### src/rtl/network_scheduler.sv
// network_scheduler: round-robin arbiter that time-shares one network_control instance among NUM_REQ requesters.
// Latency: done pulses 3 cycles + network compute time after the IDLE arbitration cycle; one IDLE cycle separates jobs.
// Backpressure: req is a level held by the requester until its done/err pulse; req is only sampled in IDLE.
//
// Ports:
//   clk, n_rst          clock (rising edge) and asynchronous active-low reset
//   req / req_data      per-requester request level and operands (requester r at slice r)
//   grant / done / err  one-hot owner of the job in flight, completion pulse, timeout-abort pulse
//   result              result of the last completed job, held between jobs
//   net_ctrl / net_din  network control_in (bit0 = start/clear) and operand bus
//   net_status/net_dout network control_out (bit0 = finish) and result bus
//
// Optional feature: define NET_SCHED_TIMEOUT_EN to abort a job with err after TIMEOUT_CYCLES RUN cycles
// without finish. Without it RUN waits indefinitely and err is constant 0.

module network_scheduler #(
    parameter int NUM_REQ        = 4,
    parameter int INPUT_SIZE     = 2,
    parameter int OUTPUT_SIZE    = 1,
    parameter int TIMEOUT_CYCLES = 300
) (
    input  logic                            clk,
    input  logic                            n_rst,
    input  logic [NUM_REQ-1:0]              req,
    input  logic [NUM_REQ*INPUT_SIZE*32-1:0] req_data,
    output logic [NUM_REQ-1:0]              grant,
    output logic [NUM_REQ-1:0]              done,
    output logic [NUM_REQ-1:0]              err,
    output logic [OUTPUT_SIZE*32-1:0]       result,
    output logic [7:0]                      net_ctrl,
    input  logic [7:0]                      net_status,
    output logic [INPUT_SIZE*32-1:0]        net_din,
    input  logic [OUTPUT_SIZE*32-1:0]       net_dout
);
    localparam int IN_W  = INPUT_SIZE * 32;
    localparam int IDX_W = $clog2(NUM_REQ);
    localparam logic [NUM_REQ-1:0] ONE_HOT0 = NUM_REQ'(1);

    typedef enum logic [2:0] {IDLE, LOAD, START, RUN, CAPTURE} state_t;

    state_t           state;
    logic [IDX_W-1:0] last_winner;
    logic [IDX_W-1:0] winner;
    logic             start_q;
    logic             finish;
    logic             unused_status;

    // Round-robin search result
    logic             win_vld;
    logic [IDX_W-1:0] win_idx;
    int               cand;

    assign finish        = net_status[0];
    assign unused_status = ^net_status[7:1];
    // Only bit0 is ever driven; it doubles as the network clear, so it is a registered single-cycle pulse.
    assign net_ctrl      = {7'b0, start_q};

    // Scan from the requester after the last winner, wrapping around; the first active req wins.
    always_comb begin
        win_vld = 1'b0;
        win_idx = '0;
        cand    = 0;
        for (int i = 1; i <= NUM_REQ; i++) begin
            cand = (int'(last_winner) + i) % NUM_REQ;
            if (!win_vld && req[IDX_W'(cand)]) begin
                win_vld = 1'b1;
                win_idx = IDX_W'(cand);
            end
        end
    end

`ifdef NET_SCHED_TIMEOUT_EN
    localparam int CNT_W = $clog2(TIMEOUT_CYCLES + 1);

    logic [CNT_W-1:0]   run_cnt;
    logic [NUM_REQ-1:0] err_q;
    logic               timeout;

    // run_cnt is 0 in the first RUN cycle, so the abort lands exactly TIMEOUT_CYCLES cycles after RUN entry.
    assign timeout = (run_cnt == CNT_W'(TIMEOUT_CYCLES - 1));
    assign err     = err_q;
`else
    logic [31:0] unused_timeout;

    assign unused_timeout = TIMEOUT_CYCLES;
    assign err            = '0;
`endif

    always_ff @(posedge clk or negedge n_rst) begin
        if (!n_rst) begin
            state       <= IDLE;
            grant       <= '0;
            done        <= '0;
            start_q     <= 1'b0;
            net_din     <= '0;
            result      <= '0;
            winner      <= '0;
            // Pointing at the highest index gives requester 0 first priority after reset.
            last_winner <= IDX_W'(NUM_REQ - 1);
`ifdef NET_SCHED_TIMEOUT_EN
            err_q       <= '0;
            run_cnt     <= '0;
`endif
        end else begin
            done    <= '0;
            start_q <= 1'b0;
`ifdef NET_SCHED_TIMEOUT_EN
            err_q   <= '0;
`endif
            case (state)
                IDLE: begin
                    if (win_vld) begin
                        winner  <= win_idx;
                        grant   <= ONE_HOT0 << win_idx;
                        net_din <= req_data[int'(win_idx)*IN_W +: IN_W];
                        state   <= LOAD;
                    end
                end
                LOAD: begin
                    // net_din has been stable for a full cycle; raise start for the next cycle only.
                    start_q <= 1'b1;
                    state   <= START;
                end
                START: begin
`ifdef NET_SCHED_TIMEOUT_EN
                    run_cnt <= '0;
`endif
                    state   <= RUN;
                end
                RUN: begin
                    if (finish) begin
                        // net_dout is only guaranteed while finish is high, so capture it on this edge.
                        result <= net_dout;
                        done   <= grant;
                        state  <= CAPTURE;
                    end
`ifdef NET_SCHED_TIMEOUT_EN
                    else if (timeout) begin
                        err_q       <= grant;
                        grant       <= '0;
                        last_winner <= winner;
                        state       <= IDLE;
                    end else begin
                        run_cnt <= run_cnt + 1'b1;
                    end
`endif
                end
                CAPTURE: begin
                    // done is visible this cycle with grant still set; release ownership on exit.
                    grant       <= '0;
                    last_winner <= winner;
                    state       <= IDLE;
                end
                default: state <= IDLE;
            endcase
        end
    end

endmodule

### config.mk
export PLATFORM = sky130hd
export DESIGN_NAME = network_scheduler
export DESIGN_NICKNAME = d
export VERILOG_FILES = /design/src/rtl/network_scheduler.sv
export SDC_FILE = /design/constraint.sdc
export NUM_CORES = 1
export LEC_CHECK = 0
export ABC_CLOCK_PERIOD_IN_PS = 5200
export CAP_MARGIN = 20
export CORE_AREA = 3 3 160 162
export CTS_CLUSTER_DIAMETER = 40
export DETAILED_ROUTE_END_ITERATION = 6
export DIE_AREA = 0 0 163 165
export PLACE_DENSITY_LB_ADDON = 0.08
export REMOVE_ABC_BUFFERS = 1
export SLEW_MARGIN = 20
export SYNTH_ARGS = -nofsm -noshare
export SYNTH_HDL_FRONTEND = slang
export SYNTH_SLANG_ARGS = --single-unit
export TNS_END_PERCENT = 50
### constraint.sdc
create_clock -name clk -period 5.2 [get_ports clk]
set_clock_uncertainty 0.1 [all_clocks]
set_input_delay 1.04 -clock clk [delete_from_list [all_inputs] [get_ports clk]]
set_output_delay 1.04 -clock clk [all_outputs]
set_load 0.05 [all_outputs]
==> results.json <==
{
  "core_um2": 24200,
  "synth_top_area_cell": "dfrtp_1",
  "final_antenna_net_count": 0,
  "cp_slowest_stage_delay_ns": 0.69,
  "postCtsSetupBuffers": 0,
  "antenna_found_initial": 0,
  "num_antenna_cells": 0,
  "seq_area_frac_synth": 0.440,
  "fmax_mhz": 298,
  "insertion_delay_ns": 0.36,
  "crit_required_ns": 5.34,
  "timing.hold.ws_ns": 0.391,
  "synth-compound-area-share": 0.233,
  "vias_per_cell": 4.89,
  "cts_buffers": 9,
  "start_util": 0.263,
  "overflow": 0,
  "tightest_slew_ns": 1.03,
  "final_max_slew_viol_count": 0,
  "endpoint_kind": "register",
  "min_period_ns": 3.35,
  "place_worst_setup_slack_ns": 1.47,
  "crit_type": "in -> reg",
  "post_synth_num_cell_types": 50,
  "multi_input_area_um2": 3090,
  "die-area_um2": 26900,
  "finalSetupViolCount": 0,
  "drive_gt1_frac": 0.149,
  "drt_pass1_iterations": 4,
  "routabilityCongestion": 0.758,
  "routed_wl_um": 26900,
  "arrival_ns": 3.49,
  "place_hpwl_um": 19400,
  "final_common_cell": "clkdlybuf4s50_1",
  "yosysWarnings": 0,
  "die_w_um": 163,
  "hold_path_class": "reg -> reg",
  "fin_util": 0.446,
  "areaGrowthSynthToFinish_pct": 69.6,
  "fp.dieH_um": 165,
  "h-tree-depth": 3,
  "clk_path_buf_depth": 2,
  "first_iter_violations": 336,
  "layout.area.seq_um2": 2810,
  "synth.mux.area_fraction": 0.0616,
  "cts_sinks": 112,
  "cellLeakagePower_uw": 0.00414,
  "fill_cells": 2363,
  "grt_max_degree": 58,
  "netlist_area_um2": 6370,
  "grt_pass1_vias": 6333,
  "cp_top_family": "buffers and inverters",
  "crit_path_cell_trace": "clkdlybuf4s50_1 -> and3b_2 -> nor2_1 -> nand2_2 -> buf_4 -> a221oi_2 -> a31oi_1",
  "cts_tree": "done",
  "ir_drop_mv": 0.276,
  "wl_per_cell_um": 20.8,
  "yosys.area_share.simple": 0.179,
  "status": "finished clean",
  "setup_tns_ns": 0,
  "hold_violations": 0,
  "layout_worst_path_cycle_share": 0.645,
  "final_cell_mix": "clkdlybuf4s50_1 (398), nand3_1 (131), dfrtp_1 (110)",
  "avgSynthCellArea_um2": 10.5,
  "root_buffer": "clkbuf_16",
  "syn_inst": 606,
  "port_buffers": 399,
  "ys_ff_latch": 112,
  "drv_cap": 0,
  "ys_top_cells_by_area": "dfrtp_1 (43%), a221oi_2 (15%), nand3_1 (10%)",
  "setup_slack_ns": 1.85,
  "path_buf_inv": 2,
  "dpl_cell_area_um2": 10500,
  "grtUsageTotal": 0.190,
  "crit_fanout": 24,
  "final_area_um2": 10800,
  "cts.clk_slew.worst_paths_ns": 0.08,
  "cts_hold_buf": 0,
  "ioPinCount": 418,
  "vias": 6340,
  "synth_adder_area_share": 0,
  "grt_setup_unrepaired": "false",
  "start_kind": "input port",
  "synth_top_area_share": 0.432,
  "synth_top_family_by_area": "compound AO/OA/AOI/OAI gates",
  "slew_headroom": 0.310,
  "row_count": 57,
  "synth_xor_area_frac": 0,
  "drc": 0,
  "worst_path_max_delay_cell": "clkdlybuf4s50_1",
  "ctsResizeCount": 0,
  "nets": 1270,
  "grt_pass1_wl_um": 39100,
  "pwr_density_cell_nw_per_um2": 618
}
==> registers in the layout, summed over array words and instances (netlist names) <==
register and count:
start_q 1, done 4, last_winner 2, state 3, grant 4, winner 2
net_din 64, result 32
==> worst register-to-register path: stages, from the launching register on <==
cell	delay (ns)
dfstp_2	0.67
mux2i_1	0.22
o22ai_1	0.15
nor2_4	0.68
buf_4	0.43
nand3_1	0.14
a31oi_1	0.19
==> worst paths after layout <==
check / from / slack, ns / endpoint / depth (start not counted)
setup / recovery: req[3] / 1.85 / net_din[55]$_DFFE_PN0P_ / 7
setup reg to reg: last_winner[1]$_DFFE_PN1P_ / 2.55 / net_din[32]$_DFFE_PN0P_ / 6
hold / removal: winner[0]$_DFFE_PN0P_ / 0.39 / winner[0]$_DFFE_PN0P_ / 2
min in group asynchronous: n_rst / 0.63 / result[1]$_DFFE_PN0P_ / 1
hold reg to reg: winner[0]$_DFFE_PN0P_ / 0.39 / winner[0]$_DFFE_PN0P_ / 2
max in group asynchronous: n_rst / 3.42 / net_din[59]$_DFFE_PN0P_ / 2
==> area by class of cell <==
type                    instances  area share
inverters                       1    0.000347
repair buffers                415       0.384
clock buffers                   9      0.0208
clock inverters                 7      0.0125
well taps                     324      0.0375
flip-flops and latches        112       0.259
multi-input cells             429       0.286
==> cells in the mapped netlist (all sizes together) <==
master,instances
a2111o,1
a2111oi,1
a21bo,1
a21oi,6
a221oi,64
a31oi,64
and2,4
and2b,1
and3,2
and3b,1
buf,55
clkbuf,19
conb,1
dfrtp,110
dfstp,2
inv,1
mux2,34
mux2i,1
nand2,16
nand2b,2
nand3,132
nor2,70
nor2b,1
nor3,3
nor3b,1
nor4,1
o211a,1
o211ai,1
o21a,1
o21ai,4
o22ai,1
or2,3
or4,1
==> routing by layer <==
metal / wire length (µm) / global-route usage / vias up
li1: - / - / 3000
met1: 10800 / 0.235 / 3077
met2: 13900 / 0.334 / 249
met3: 1920 / 0.0504 / 14
met4: 276 / 0.0384 / 0
met5: 0 / 0 / -
==> power by group <==
part | leakage, µW | switching [µW] | internal (µW)
Combinational | 0.00267 | 2780 | 1500
Sequential | 0.00129 | 247 | 1310
Clock | 0.000175 | 374 | 484
Total | 0.00414 | 3400 | 3290
==> stage by stage <==
stage	cells	total power, µW
final	1297	6680
after global routing	1297	7050
after CTS	1297	6760
after detailed placement	1281	5880
after global placement	1281	5870
after floorplan	542	4250
==> cell families after synthesis <==
family                 after synthesis
other                                1
DFF                                112
AOI/OAI and AO/OA                  145
buffers and inverters               75
and+or+nand+nor                    238
muxes                               35
(Power assumes the default switching activity.)
